--- config.mk ---
export PLATFORM = sky130hd
export DESIGN_NAME = cam_init_seq_flat
export DESIGN_NICKNAME = d
export VERILOG_FILES = /design/src/rtl/cam_init_seq_if.sv /design/src/rtl/cam_init_seq.sv /design/src/flat_wrapper.sv
export SDC_FILE = /design/constraint.sdc
export NUM_CORES = 1
export LEC_CHECK = 0
export CAP_MARGIN = 20
export CORE_AREA = 2 2 103 65
export DETAILED_ROUTE_END_ITERATION = 16
export DIE_AREA = 0 0 105 67
export PLACE_DENSITY = 0.9
export SYNTH_ARGS = -nofsm -noshare
export SYNTH_HDL_FRONTEND = slang
export SYNTH_SLANG_ARGS = --single-unit
--- constraint.sdc ---
create_clock -name clk -period 3.9 [get_ports clk]
set_clock_uncertainty 0.1 [all_clocks]
set_input_delay 0.39 -clock clk [delete_from_list [all_inputs] [get_ports clk]]
set_output_delay 0.39 -clock clk [all_outputs]
set_load 0.01 [all_outputs]
--- src/rtl/cam_init_seq_if.sv ---
// rtl/cam_init_seq_if.sv - request/ack bus between the init sequencer and the SCCB master
// Purpose : one SCCB transaction per req/ack handshake.
// Signals : sccb_req   - transaction request, held until sccb_ack
//           sccb_rw    - 0 write, 1 read
//           sccb_addr  - sensor register address
//           sccb_wdata - write data
//           sccb_ack   - one-cycle pulse, transaction finished
//           sccb_nack  - valid with sccb_ack, slave did not acknowledge
//           sccb_rdata - read data, valid with sccb_ack
// Modports: master (sequencer side), slave (SCCB master side)
interface cam_init_seq_if #(
   parameter int REG_AW = 8,
   parameter int DATA_W = 8
) ();
   logic              sccb_req;
   logic              sccb_rw;
   logic [REG_AW-1:0] sccb_addr;
   logic [DATA_W-1:0] sccb_wdata;
   logic              sccb_ack;
   logic              sccb_nack;
   logic [DATA_W-1:0] sccb_rdata;

   modport master (
      output sccb_req, sccb_rw, sccb_addr, sccb_wdata,
      input  sccb_ack, sccb_nack, sccb_rdata
   );

   modport slave (
      input  sccb_req, sccb_rw, sccb_addr, sccb_wdata,
      output sccb_ack, sccb_nack, sccb_rdata
   );
endinterface

--- src/rtl/cam_init_seq.sv ---
// rtl/cam_init_seq.sv - camera init sequencer walking a command ROM into an SCCB master
// Purpose : steps through ROM entries (END / WRITE / DELAY / READ_VERIFY), issues SCCB
//           transactions with NACK retry, and counts failed entries.
// Ports   : clk, rst_n     - clock, asynchronous active-low reset
//           i_start        - one-cycle pulse starting the sequence (IDLE only)
//           o_romaddr      - ROM entry address
//           i_t_cmd/addr/data - combinational ROM entry contents
//           sccb           - request/ack bus to the SCCB master (master modport)
//           o_busy         - high from start accept until DONE
//           o_done         - one-cycle pulse at sequence end
//           o_err_cnt      - saturating count of failed entries
module cam_init_seq #(
   parameter int ROM_AW    = 8,
   parameter int DEPTH     = 96,
   parameter int REG_AW    = 8,
   parameter int DATA_W    = 8,
   parameter int DLY_UNIT  = 24000,
   parameter int DLY_W     = 16,
   parameter int MAX_RETRY = 3,
   parameter int ERR_W     = 4
) (
   input  logic                clk,
   input  logic                rst_n,
   input  logic                i_start,
   output logic [ROM_AW-1:0]   o_romaddr,
   input  logic [1:0]          i_t_cmd,
   input  logic [REG_AW-1:0]   i_t_addr,
   input  logic [DATA_W-1:0]   i_t_data,
   cam_init_seq_if.master      sccb,
   output logic                o_busy,
   output logic                o_done,
   output logic [ERR_W-1:0]    o_err_cnt
);
   localparam logic [1:0] CMD_END   = 2'd0;
   localparam logic [1:0] CMD_DELAY = 2'd2;
   localparam logic [1:0] CMD_READ  = 2'd3;
   localparam int         RTY_W     = (MAX_RETRY < 1) ? 1 : $clog2(MAX_RETRY + 1);

   typedef enum logic [2:0] {
      S_IDLE, S_FETCH, S_ISSUE, S_WAIT, S_DELAY, S_NEXT, S_DONE
   } state_t;

   state_t              r_state,   w_state_nxt;
   logic [ROM_AW-1:0]   r_romaddr, w_romaddr_nxt;
   logic                r_req,     w_req_nxt;
   logic                r_rw,      w_rw_nxt;
   logic [REG_AW-1:0]   r_addr,    w_addr_nxt;
   logic [DATA_W-1:0]   r_wdata,   w_wdata_nxt;
   logic                r_busy,    w_busy_nxt;
   logic                r_done,    w_done_nxt;
   logic [ERR_W-1:0]    r_err_cnt, w_err_cnt_nxt;
   logic [RTY_W-1:0]    r_retry,   w_retry_nxt;
   logic [DATA_W-1:0]   r_ticks,   w_ticks_nxt;
   logic [DLY_W-1:0]    r_dly,     w_dly_nxt;
   logic                w_err_inc;

   always_ff @(posedge clk or negedge rst_n) begin
      if (!rst_n) begin
         r_state   <= S_IDLE;
         r_romaddr <= '0;
         r_req     <= 1'b0;
         r_rw      <= 1'b0;
         r_addr    <= '0;
         r_wdata   <= '0;
         r_busy    <= 1'b0;
         r_done    <= 1'b0;
         r_err_cnt <= '0;
         r_retry   <= '0;
         r_ticks   <= '0;
         r_dly     <= '0;
      end else begin
         r_state   <= w_state_nxt;
         r_romaddr <= w_romaddr_nxt;
         r_req     <= w_req_nxt;
         r_rw      <= w_rw_nxt;
         r_addr    <= w_addr_nxt;
         r_wdata   <= w_wdata_nxt;
         r_busy    <= w_busy_nxt;
         r_done    <= w_done_nxt;
         r_err_cnt <= w_err_cnt_nxt;
         r_retry   <= w_retry_nxt;
         r_ticks   <= w_ticks_nxt;
         r_dly     <= w_dly_nxt;
      end
   end

   always_comb begin
      w_state_nxt   = r_state;
      w_romaddr_nxt = r_romaddr;
      w_req_nxt     = r_req;
      w_rw_nxt      = r_rw;
      w_addr_nxt    = r_addr;
      w_wdata_nxt   = r_wdata;
      w_busy_nxt    = r_busy;
      w_done_nxt    = 1'b0;
      w_err_cnt_nxt = r_err_cnt;
      w_retry_nxt   = r_retry;
      w_ticks_nxt   = r_ticks;
      w_dly_nxt     = r_dly;
      w_err_inc     = 1'b0;

      case (r_state)
         S_IDLE: begin
            if (i_start) begin
               w_romaddr_nxt = '0;
               w_err_cnt_nxt = '0;
               w_busy_nxt    = 1'b1;
               w_state_nxt   = S_FETCH;
            end
         end
         S_FETCH: begin
            if (i_t_cmd == CMD_END) begin
               w_done_nxt  = 1'b1;
               w_state_nxt = S_DONE;
            end else if (i_t_cmd == CMD_DELAY) begin
               if (i_t_data == '0) begin
                  w_state_nxt = S_NEXT;
               end else begin
                  w_ticks_nxt = i_t_data;
                  w_dly_nxt   = '0;
                  w_state_nxt = S_DELAY;
               end
            end else begin
               // For READ_VERIFY the data field is the expected value, parked in wdata.
               w_addr_nxt  = i_t_addr;
               w_wdata_nxt = i_t_data;
               w_rw_nxt    = (i_t_cmd == CMD_READ);
               w_retry_nxt = '0;
               w_state_nxt = S_ISSUE;
            end
         end
         S_ISSUE: begin
            w_req_nxt   = 1'b1;
            w_state_nxt = S_WAIT;
         end
         S_WAIT: begin
            if (sccb.sccb_ack) begin
               w_req_nxt = 1'b0;
               if (!sccb.sccb_nack) begin
                  if (r_rw && (sccb.sccb_rdata != r_wdata)) begin
                     w_err_inc = 1'b1;
                  end
                  w_state_nxt = S_NEXT;
               end else if (r_retry < RTY_W'(MAX_RETRY)) begin
                  w_retry_nxt = r_retry + 1'b1;
                  w_state_nxt = S_ISSUE;
               end else begin
                  w_err_inc   = 1'b1;
                  w_state_nxt = S_NEXT;
               end
            end
         end
         S_DELAY: begin
            // r_dly counts cycles within one tick; r_ticks counts remaining ticks.
            if (r_dly == DLY_W'(DLY_UNIT - 1)) begin
               w_dly_nxt   = '0;
               w_ticks_nxt = r_ticks - 1'b1;
               if (r_ticks == DATA_W'(1)) begin
                  w_state_nxt = S_NEXT;
               end
            end else begin
               w_dly_nxt = r_dly + 1'b1;
            end
         end
         S_NEXT: begin
            if (r_romaddr == ROM_AW'(DEPTH - 1)) begin
               w_done_nxt  = 1'b1;
               w_state_nxt = S_DONE;
            end else begin
               w_romaddr_nxt = r_romaddr + 1'b1;
               w_state_nxt   = S_FETCH;
            end
         end
         S_DONE: begin
            w_busy_nxt  = 1'b0;
            w_state_nxt = S_IDLE;
         end
         default: begin
            w_state_nxt = S_IDLE;
         end
      endcase

      if (w_err_inc && (r_err_cnt != '1)) begin
         w_err_cnt_nxt = r_err_cnt + 1'b1;
      end
   end

   assign o_romaddr       = r_romaddr;
   assign o_busy          = r_busy;
   assign o_done          = r_done;
   assign o_err_cnt       = r_err_cnt;
   assign sccb.sccb_req   = r_req;
   assign sccb.sccb_rw    = r_rw;
   assign sccb.sccb_addr  = r_addr;
   assign sccb.sccb_wdata = r_wdata;
endmodule

--- src/flat_wrapper.sv ---
// flat-port wrapper written by rule: the top's interface ports become plain ports
module cam_init_seq_flat 
#(
   parameter int ROM_AW    = 8,
   parameter int DEPTH     = 96,
   parameter int REG_AW    = 8,
   parameter int DATA_W    = 8,
   parameter int DLY_UNIT  = 24000,
   parameter int DLY_W     = 16,
   parameter int MAX_RETRY = 3,
   parameter int ERR_W     = 4
)
  (clk, rst_n, i_start, o_romaddr, i_t_cmd, i_t_addr, i_t_data, o_busy, o_done, o_err_cnt, sccb_sccb_req, sccb_sccb_rw, sccb_sccb_addr, sccb_sccb_wdata, sccb_sccb_ack, sccb_sccb_nack, sccb_sccb_rdata);
  cam_init_seq_if #(.REG_AW(REG_AW), .DATA_W(DATA_W)) sccb_i ();
  input  logic clk;
  input  logic rst_n;
  input  logic i_start;
  output logic [ROM_AW-1:0] o_romaddr;
  input  logic [1:0] i_t_cmd;
  input  logic [REG_AW-1:0] i_t_addr;
  input  logic [DATA_W-1:0] i_t_data;
  output logic o_busy;
  output logic o_done;
  output logic [ERR_W-1:0] o_err_cnt;
  output wire logic [$bits(sccb_i.sccb_req)-1:0] sccb_sccb_req;
  output wire logic [$bits(sccb_i.sccb_rw)-1:0] sccb_sccb_rw;
  output wire logic [$bits(sccb_i.sccb_addr)-1:0] sccb_sccb_addr;
  output wire logic [$bits(sccb_i.sccb_wdata)-1:0] sccb_sccb_wdata;
  input wire logic [$bits(sccb_i.sccb_ack)-1:0] sccb_sccb_ack;
  input wire logic [$bits(sccb_i.sccb_nack)-1:0] sccb_sccb_nack;
  input wire logic [$bits(sccb_i.sccb_rdata)-1:0] sccb_sccb_rdata;
  assign sccb_sccb_req = sccb_i.sccb_req;
  assign sccb_sccb_rw = sccb_i.sccb_rw;
  assign sccb_sccb_addr = sccb_i.sccb_addr;
  assign sccb_sccb_wdata = sccb_i.sccb_wdata;
  assign sccb_i.sccb_ack = sccb_sccb_ack;
  assign sccb_i.sccb_nack = sccb_sccb_nack;
  assign sccb_i.sccb_rdata = sccb_sccb_rdata;
  cam_init_seq #(.ROM_AW(ROM_AW), .DEPTH(DEPTH), .REG_AW(REG_AW), .DATA_W(DATA_W), .DLY_UNIT(DLY_UNIT), .DLY_W(DLY_W), .MAX_RETRY(MAX_RETRY), .ERR_W(ERR_W)) u_core (.clk(clk), .rst_n(rst_n), .i_start(i_start), .o_romaddr(o_romaddr), .i_t_cmd(i_t_cmd), .i_t_addr(i_t_addr), .i_t_data(i_t_data), .sccb(sccb_i), .o_busy(o_busy), .o_done(o_done), .o_err_cnt(o_err_cnt));
endmodule
# After elaboration in Yosys (flattened, before gate mapping)
# Index checks and enable logic that the tools add are counted.
# classes
n_reduce_logical,21
order_cmp,1
muxes,45
bitwise,2
eq_ne,24
addsub,5
# ops
op,n
$mux 16,4
$mux 8,6
$pmux 16 s2,1
$pmux 8 s2,2
$mux 3,9
$pmux 3 s6,1
$add 16x1->16 const B,1
$eq 16x15->1 const B,1
$ne 2x2->1 const B,7
$reduce_bool 2->1,7
$mux 4,3
$mux 1,10
$mux 2,5
$eq 3x3->1 const B,3
$add 8x1->8 const B,1
$eq 8x1->1 const B,1
$eq 8x7->1 const B,1
$logic_not 8->1,1
$ne 2x1->1 const B,4
$ne 8x8->1,1
$reduce_and 4->1,2
$sub 8x1->8 const B,1
$eq 3x2->1 const B,2
$pmux 1 s2,3
other kinds (15),21
# totals
output_inout_bits,32
inputBits,31
reg_bits,61

# Longest topological paths before layout
# Gate-level depths: netlist (run 1).
# logic_depth
word_depth,9
depth_mapped,8

# Worst setup path before layout (run 1)
# OpenSTA, ideal clock, no wires.
# synth_path
path_kind,input port to flip-flop
from,input port i_t_data[5]
to,register u_core.r_ticks[5]
setup_slack_ns,2.001
stages,5
required_time_ns,3.672
arrival_ns,1.671
cell_sequence,or4_1 > o21a_1 > o21ai_4 > nand2b_1 > o21ai_0
# synth_between
elab_chain_cells,4
word_cells_on_any_way,7
classes_between,1 x eq/ne; 4 x mux; 2 x reduce/logical
# synth_lines
element,line,text
"start, declared",flat_wrapper.sv:21,input logic [DATA_W-1:0] i_t_data;
$mux 8,cam_init_seq.sv:116,if (i_t_data == '0) begin
$mux 8,cam_init_seq.sv:115,end else if (i_t_cmd == CMD_DELAY) begin
$mux 8,cam_init_seq.sv:112,if (i_t_cmd == CMD_END) begin
$pmux 8 s2,cam_init_seq.sv:102,case (r_state)
"end signal, assigned",cam_init_seq.sv:82,r_ticks <= w_ticks_nxt;
"end, declared",cam_init_seq.sv:53,"logic [DATA_W-1:0] r_ticks, w_ticks_nxt;"
# Several ways; a longest one is shown, not always the timed one. The select of a mux whose other input is x is not followed.
# A chain may end at the register's enable or synchronous reset.

# Worst setup path after layout (run 1)
# Same ends and word-level chain as after synthesis.

==> flow_results.xml, run 1 <==
<?xml version="1.0" encoding="UTF-8"?>
<metrics>
  <group name="grt">
    <metric name="grt_overflow" unit="">0</metric>
    <metric name="grtUsageTotal" unit="">0.256</metric>
    <metric name="use_met2" unit="">0.394</metric>
    <metric name="grt_pass1_vias" unit="">2893</metric>
    <metric name="global_route.usage.met1" unit="">0.344</metric>
    <metric name="number_of_antenna_violations_at_the_first_check_in_global_routing" unit="">0</metric>
    <metric name="global_route.usage.met3" unit="">0.0753</metric>
    <metric name="grt_max_usage_layer" unit="">met2</metric>
    <metric name="grt_max_degree" unit="">62</metric>
    <metric name="grt_first_pass_wirelength" unit="mm">14.0</metric>
  </group>
  <group name="sta">
    <metric name="max_freq" unit="GHz">0.389</metric>
    <metric name="rsz_0062_raised_after_global_routing" unit="">false</metric>
    <metric name="final_hold_viol_count" unit="">0</metric>
    <metric name="timing_max_transition_violations_final" unit="">0</metric>
    <metric name="timing.setup.tns" unit="ns">0</metric>
    <metric name="fin_crit_sh" unit="">0.659</metric>
    <metric name="timing.final.crit_period" unit="ns">2.57</metric>
    <metric name="max_slew.worst_pin.slew" unit="ns">0.874</metric>
    <metric name="finish_stage_setup_viols" unit="">0</metric>
    <metric name="worst_slew_margin_rel" unit="">0.415</metric>
  </group>
  <group name="synth">
    <metric name="ys.warnings.count" unit="">0</metric>
    <metric name="synth_largest_type_area_fraction" unit="">0.455</metric>
    <metric name="synth_edf_count" unit="">0</metric>
    <metric name="post_synth_main_area_contributors" unit="">sky130_fd_sc_hd__dfrtp_1 (45%), sky130_fd_sc_hd__mux2_2 (5.7%), sky130_fd_sc_hd__xnor2_1 (3.7%)</metric>
    <metric name="yosys.area.top_type" unit="">sky130_fd_sc_hd__dfrtp_1</metric>
    <metric name="synth-seq-area-share" unit="">0.455</metric>
    <metric name="synthesis.area_per_instance" unit="um^2">9.59</metric>
    <metric name="syn-instance-count" unit="">350</metric>
    <metric name="postSynth.topFlopCell" unit="">sky130_fd_sc_hd__dfrtp_1</metric>
    <metric name="synth_seq_cells" unit="">61</metric>
    <metric name="syn_area" unit="um^2">3360</metric>
    <metric name="synth.net_count" unit="">387</metric>
    <metric name="synthArstFlopShare" unit="">1.00</metric>
    <metric name="netlist-cell-type-count" unit="">56</metric>
  </group>
  <group name="critical_path">
    <metric name="reg2reg_setup_slack" unit="ns">1.51</metric>
    <metric name="worst_setup_path_end_kind" unit="">flop</metric>
    <metric name="worst_ep_required_time" unit="ns">4.01</metric>
    <metric name="slowest_delay" unit="ns">0.61</metric>
    <metric name="critical_path.slowest_cell" unit="">sky130_fd_sc_hd__or4_1</metric>
    <metric name="worstRegToRegCells" unit="">7</metric>
    <metric name="crit_chain" unit="">clkdlybuf4s50_1, or4_1, o21a_1, o21ai_4, nand2b_1, o21ai_0</metric>
    <metric name="arrival" unit="ns">2.68</metric>
    <metric name="startpoint_type" unit="">input port</metric>
    <metric name="worst_reg2reg_path_startpoint" unit="">u_core.r_dly[0]</metric>
    <metric name="path_class" unit="">input port to flop</metric>
    <metric name="timing.critical_path.fanout_max" unit="">27</metric>
    <metric name="r2r_end" unit="">u_core.r_ticks[5]</metric>
  </group>
  <group name="worst_hold_path">
    <metric name="min_path_type" unit="">input port to async pin</metric>
  </group>
  <group name="run">
    <metric name="timing.max_cap.violations" unit="">0</metric>
  </group>
  <group name="power_and_ir_drop">
    <metric name="irDropWorstVdd" unit="mV">0.429</metric>
    <metric name="totalPowerFinal" unit="uW">2600</metric>
    <metric name="power_density_relative_to_cell_area" unit="nW/um^2">614</metric>
    <metric name="total_leakage_power" unit="uW">0.00170</metric>
  </group>
  <group name="run_status">
    <metric name="run_status" unit="">finished clean</metric>
  </group>
  <group name="finish">
    <metric name="antenna_fix_cells" unit="">0</metric>
    <metric name="final_cell_area" unit="um^2">4230</metric>
    <metric name="finalNetCount" unit="">451</metric>
    <metric name="post_layout_cell_count" unit="">503</metric>
    <metric name="drive_above_1_share" unit="">0.119</metric>
    <metric name="syn_to_final_growth" unit="%">26.0</metric>
  </group>
  <group name="drt">
    <metric name="route.detailed.drc" unit="">0</metric>
    <metric name="routed_wl" unit="mm">8.40</metric>
    <metric name="viasPerCell" unit="">6.01</metric>
    <metric name="drt-pass1-iter-count" unit="">6</metric>
    <metric name="detail-route-antenna-nets" unit="">0</metric>
    <metric name="initialDrtViolationCount" unit="">294</metric>
    <metric name="routed_vias" unit="">3021</metric>
    <metric name="post_drt_wl_per_cell" unit="um">16.7</metric>
  </group>
  <group name="place">
    <metric name="detailed_place.area" unit="um^2">4050</metric>
    <metric name="post-place-cells" unit="">487</metric>
    <metric name="gp_routability_congestion" unit="">0.847</metric>
    <metric name="port-buffer-count" unit="">62</metric>
    <metric name="post-dp-hpwl" unit="mm">5.99</metric>
  </group>
  <group name="floorplanning">
    <metric name="num_rows" unit="">22</metric>
    <metric name="initial_utilization" unit="">0.559</metric>
    <metric name="die-area" unit="um^2">7040</metric>
    <metric name="die-width" unit="um">105</metric>
    <metric name="pin_count" unit="">63</metric>
    <metric name="die_h" unit="um">67</metric>
    <metric name="fp.coreArea" unit="um^2">6000</metric>
  </group>
  <group name="clock_network">
    <metric name="cts_setup_buffers" unit="">0</metric>
    <metric name="cts-root-to-sink-buffers" unit="">2</metric>
    <metric name="clockRootBuffer" unit="">sky130_fd_sc_hd__clkbuf_8</metric>
    <metric name="tritoncts.num_buffers" unit="">9</metric>
    <metric name="cts.sink_count" unit="">61</metric>
    <metric name="clkSlewWorstSetupHoldPaths" unit="ns">0.07</metric>
    <metric name="cts_tree" unit="">yes</metric>
    <metric name="cts_htree_levels" unit="">3</metric>
    <metric name="holdBufCountCts" unit="">0</metric>
    <metric name="cts-resized-gates" unit="">0</metric>
    <metric name="clk_lat_worst_skew" unit="ns">0.34</metric>
  </group>
</metrics>
==> Yosys cell counts, drive strengths merged, types with 4 or more instances <==
| master | n |
|---|---|
| a21oi | 20 |
| a31oi | 6 |
| and3 | 4 |
| buf | 12 |
| dfrtp | 61 |
| ha | 6 |
| inv | 15 |
| mux2 | 17 |
| nand2 | 29 |
| nand2b | 6 |
| nand3 | 17 |
| nand4 | 5 |
| nor2 | 22 |
| nor3 | 12 |
| nor4 | 5 |
| o21ai | 42 |
| o31ai | 6 |
| or3 | 6 |
| xnor2 | 14 |
==> kinds of logic after synthesis <==
family | Yosys count | share of synthesized area
and+or+nand+nor | 126 | 0.206
AOI/OAI and AO/OA | 95 | 0.177
DFF | 61 | 0.455
buffers and inverters | 29 | 0.0403
muxes | 19 | 0.0630
xor gates and xnor gates | 14 | 0.0365
adders and majority gates | 6 | 0.0224
==> layer usage <==
metal / up-vias / wire length [um]
met3: 21 / 833
met5: - / 0
met1: 1441 / 3580
met4: 0 / 169
met2: 155 / 3810
li1: 1404 / -
==> cell type report <==
class	count	area (um^2)
Inverter	15	56.3
Multi-Input combinational cell	260	1710
Tap cell	84	105
Timing Repair Buffer	67	653
Clock inverter	4	22.5
Sequential cell	61	1530
Clock buffer	12	155
Fill cell	457	1770
==> sequential cells by signal, summed over array words and instances, names as in the netlist <==
signal                  count
u_core.r_dly               16
u_core.r_ticks              8
u_core.r_state              3
u_core.sccb.sccb_req        1
u_core.o_done               1
u_core.sccb.sccb_wdata      8
u_core.sccb.sccb_rw         1
u_core.r_retry              2
u_core.sccb.sccb_addr       8
u_core.o_romaddr            8
u_core.o_err_cnt            4
u_core.o_busy               1
==> worst max-delay path by stage <==
stage,start,end,slack (ns),cells past startpoint
after floorplan,i_t_data[5],u_core.r_ticks[5],2.00,5
after global placement,i_t_data[5],u_core.r_ticks[6],1.11,6
after detailed placement,i_t_data[5],u_core.r_ticks[6],1.01,6
after CTS,i_t_data[5],u_core.r_ticks[6],1.35,6
after global routing,i_t_data[5],u_core.r_ticks[6],1.25,6
final,i_t_data[5],u_core.r_ticks[5],1.33,6
==> report_power, final <==
group / total (uW) / internal [uW] / switching, uW
clock network: 506 / 262 / 244
logic: 1050 / 540 / 505
registers: 1050 / 828 / 218
==> through the flow <==
step	utilization	worst slack, ns	hold slack, ns
after floorplan	-	2.00	-0.00559
after global placement	0.675	1.11	0.389
after detailed placement	0.675	1.01	0.394
after CTS	0.705	1.35	0.134
after global routing	0.705	1.25	0.169
final	0.705	1.33	0.111
==> cell usage in the layout, fill, tap and decap left out, types with 4 or more instances in the layout <==
cell	instances
sky130_fd_sc_hd__and3_1	4
sky130_fd_sc_hd__nand2b_1	6
sky130_fd_sc_hd__buf_4	5
sky130_fd_sc_hd__or3_1	6
sky130_fd_sc_hd__clkbuf_8	11
sky130_fd_sc_hd__nand2_1	29
sky130_fd_sc_hd__nor2_1	22
sky130_fd_sc_hd__o31ai_1	5
sky130_fd_sc_hd__inv_1	15
sky130_fd_sc_hd__nand4_1	5
sky130_fd_sc_hd__clkdlybuf4s50_1	61
sky130_fd_sc_hd__o21ai_0	23
sky130_fd_sc_hd__a31oi_1	6
sky130_fd_sc_hd__nand3_1	16
sky130_fd_sc_hd__ha_1	6
sky130_fd_sc_hd__a21oi_1	19
sky130_fd_sc_hd__nor3_1	12
sky130_fd_sc_hd__mux2_2	17
sky130_fd_sc_hd__o21ai_1	17
sky130_fd_sc_hd__dfrtp_1	61
sky130_fd_sc_hd__xnor2_1	14
==> worst max-delay path: cells and delay by family <==
family / cells / cell delay, ns
AND/OR/NAND/NOR: 2 / 0.88
buffers and inverters: 1 / 0.44
AO/OA/AOI/OAI: 3 / 0.95
(Power assumes the default switching activity.)
==> run 2: changes to the inputs <==
- CORE_AREA: 2 2 103 65 -> 2 2 107 68
- DIE_AREA: 0 0 105 67 -> 0 0 109 70
- PLACE_DENSITY: 0.9 -> 0.84
- clock period: 3.9 -> 2.6 ns (I/O delays scaled with it)
==> flow_results.xml, run 2 (synthesis gave the netlist of run 1 again) <==
<?xml version="1.0" encoding="UTF-8"?>
<metrics>
  <group name="clock_network">
    <metric name="cts-root-to-sink-buffers" unit="">2</metric>
    <metric name="cts_tree" unit="">yes</metric>
    <metric name="clk_lat_worst_skew" unit="ns">0.35</metric>
    <metric name="tritoncts.num_buffers" unit="">9</metric>
    <metric name="cts_setup_buffers" unit="">0</metric>
    <metric name="clockRootBuffer" unit="">sky130_fd_sc_hd__clkbuf_8</metric>
    <metric name="clkSlewWorstSetupHoldPaths" unit="ns">0.07</metric>
    <metric name="cts_htree_levels" unit="">3</metric>
    <metric name="holdBufCountCts" unit="">1</metric>
    <metric name="cts.sink_count" unit="">61</metric>
    <metric name="cts-resized-gates" unit="">0</metric>
  </group>
  <group name="sta">
    <metric name="worst_slew_margin_rel" unit="">0.519</metric>
    <metric name="rsz_0062_raised_after_global_routing" unit="">false</metric>
    <metric name="final_hold_viol_count" unit="">0</metric>
    <metric name="max_freq" unit="GHz">0.423</metric>
    <metric name="timing_max_transition_violations_final" unit="">0</metric>
    <metric name="finish_stage_setup_viols" unit="">0</metric>
    <metric name="timing.final.crit_period" unit="ns">2.37</metric>
    <metric name="timing.setup.tns" unit="ns">0</metric>
    <metric name="fin_crit_sh" unit="">0.910</metric>
    <metric name="max_slew.worst_pin.slew" unit="ns">0.717</metric>
  </group>
  <group name="drt">
    <metric name="routed_vias" unit="">3029</metric>
    <metric name="post_drt_wl_per_cell" unit="um">16.8</metric>
    <metric name="drt-pass1-iter-count" unit="">5</metric>
    <metric name="viasPerCell" unit="">5.88</metric>
    <metric name="routed_wl" unit="mm">8.65</metric>
    <metric name="route.detailed.drc" unit="">0</metric>
    <metric name="initialDrtViolationCount" unit="">256</metric>
    <metric name="detail-route-antenna-nets" unit="">0</metric>
  </group>
  <group name="finish">
    <metric name="largest_register_ffs" unit="">16</metric>
    <metric name="antenna_fix_cells" unit="">0</metric>
    <metric name="final_cell_mix" unit="">sky130_fd_sc_hd__clkdlybuf4s50_1 (61), sky130_fd_sc_hd__dfrtp_1 (61), sky130_fd_sc_hd__nand2_1 (29)</metric>
    <metric name="postLayoutCoreUtil" unit="">0.632</metric>
    <metric name="fillerInstances" unit="">545</metric>
    <metric name="finalNetCount" unit="">457</metric>
    <metric name="syn_to_final_growth" unit="%">28.3</metric>
    <metric name="drive_above_1_share" unit="">0.130</metric>
    <metric name="post_layout_cell_count" unit="">515</metric>
    <metric name="registers.top_by_ff_count" unit="">u_core.r_dly</metric>
  </group>
  <group name="floorplanning">
    <metric name="die_h" unit="um">70</metric>
    <metric name="pin_count" unit="">63</metric>
    <metric name="fp.coreArea" unit="um^2">6820</metric>
    <metric name="initial_utilization" unit="">0.492</metric>
    <metric name="num_rows" unit="">24</metric>
    <metric name="die-width" unit="um">109</metric>
    <metric name="die-area" unit="um^2">7630</metric>
  </group>
  <group name="critical_path">
    <metric name="crit_family" unit="">simple AND/OR/NAND/NOR gates</metric>
    <metric name="path_class" unit="">flop to flop</metric>
    <metric name="timing.critical_path.buf_inv" unit="">0</metric>
    <metric name="worst_ep_required_time" unit="ns">2.76</metric>
    <metric name="arrival" unit="ns">2.52</metric>
    <metric name="worst_setup_path_end_kind" unit="">flop</metric>
    <metric name="timing.critical_path.fanout_max" unit="">8</metric>
    <metric name="critPathLaunch" unit="">u_core.r_dly[0]</metric>
    <metric name="crit_chain" unit="">ha_1, nand4_1, nor4_4, nand2b_1, nand2b_1, o21ai_0</metric>
    <metric name="startpoint_type" unit="">flop</metric>
    <metric name="slowest_delay" unit="ns">0.48</metric>
    <metric name="crit_top_cell" unit="">sky130_fd_sc_hd__nand2b_1</metric>
    <metric name="worst_reg2reg_path_startpoint" unit="">u_core.r_dly[0]</metric>
    <metric name="critical_path.slowest_cell" unit="">sky130_fd_sc_hd__nor4_4</metric>
  </group>
  <group name="power_and_ir_drop">
    <metric name="irDropWorstVdd" unit="mV">0.692</metric>
    <metric name="total_leakage_power" unit="uW">0.00173</metric>
    <metric name="power_density_relative_to_cell_area" unit="nW/um^2">931</metric>
  </group>
  <group name="grt">
    <metric name="grtUsageTotal" unit="">0.250</metric>
    <metric name="grt_first_pass_wirelength" unit="mm">14.8</metric>
    <metric name="number_of_antenna_violations_at_the_first_check_in_global_routing" unit="">0</metric>
    <metric name="grt_overflow" unit="">0</metric>
    <metric name="grt_max_degree" unit="">29</metric>
    <metric name="grt_pass1_vias" unit="">2958</metric>
  </group>
  <group name="run_status">
    <metric name="run_status" unit="">finished clean</metric>
  </group>
  <group name="run">
    <metric name="timing.max_cap.violations" unit="">0</metric>
  </group>
  <group name="place">
    <metric name="port-buffer-count" unit="">62</metric>
    <metric name="post-dp-hpwl" unit="mm">6.21</metric>
    <metric name="post-place-cells" unit="">499</metric>
    <metric name="gp_routability_congestion" unit="">0.912</metric>
  </group>
  <group name="worst_hold_path">
    <metric name="min_path_type" unit="">input port to async pin</metric>
  </group>
</metrics>
-- run 2: worst register-to-register path, cell delays in order, from the launching register on --
cell and delay [ns]:
sky130_fd_sc_hd__dfrtp_1 0.40, sky130_fd_sc_hd__ha_1 0.22, sky130_fd_sc_hd__nand4_1 0.22, sky130_fd_sc_hd__nor4_4 0.48
sky130_fd_sc_hd__nand2b_1 0.39, sky130_fd_sc_hd__nand2b_1 0.23, sky130_fd_sc_hd__o21ai_0 0.24
-- run 2: through the flow --
step	setup slack, ns	hold slack [ns]	power, uW	instance area (um^2)
floorplan	0.743	-0.136	2450	3360
CTS	0.291	0.214	4020	4310
global route	0.0446	0.220	4280	4310
global placement	0.181	0.0491	3060	4100
finish	0.233	0.223	4010	4310
detailed placement	0.102	0.0591	3130	4100
-- run 2: final timing paths --
kind                       slack [ns]                   endpoint  depth (start not counted)
setup reg to reg                 0.23          u_core.r_ticks[5]                          6
setup / recovery                 0.23          u_core.r_ticks[5]                          6
hold reg to reg                  0.41   u_core.sccb.sccb_addr[3]                          1
hold / removal                   0.22  u_core.sccb.sccb_wdata[2]                          2
max in group asynchronous        1.50        u_core.o_romaddr[3]                          3
min in group clk                 0.41   u_core.sccb.sccb_addr[3]                          1
-- run 2: final cells by class --
| type | count | area, um^2 | area share |
|---|---|---|---|
| clock inverters | 4 | 47.5 | 0.0110 |
| flip-flops and latches | 61 | 1530 | 0.354 |
| multi-input cells | 260 | 1710 | 0.397 |
| clock buffers | 11 | 151 | 0.0352 |
| inverters | 15 | 56.3 | 0.0131 |
| repair buffers | 73 | 701 | 0.163 |
| well taps | 91 | 114 | 0.0264 |
-- run 2: power breakdown --
part	total [uW]	leakage (uW)	internal [uW]	switching (uW)
Sequential	1560	0.000780	1240	319
Clock	870	0.000101	486	384
Combinational	1580	0.000852	832	747
Total	4010	0.00173	2560	1450
-- run 2: routing by layer --
layer / share of wire / vias to the layer above / global-route usage
met2: 0.45 / 140 / 0.353
met1: 0.45 / 1455 / 0.355
met5: 0 / - / 0
li1: - / 1420 / -
met3: 0.094 / 14 / 0.0980
met4: 0.014 / 0 / 0.0755
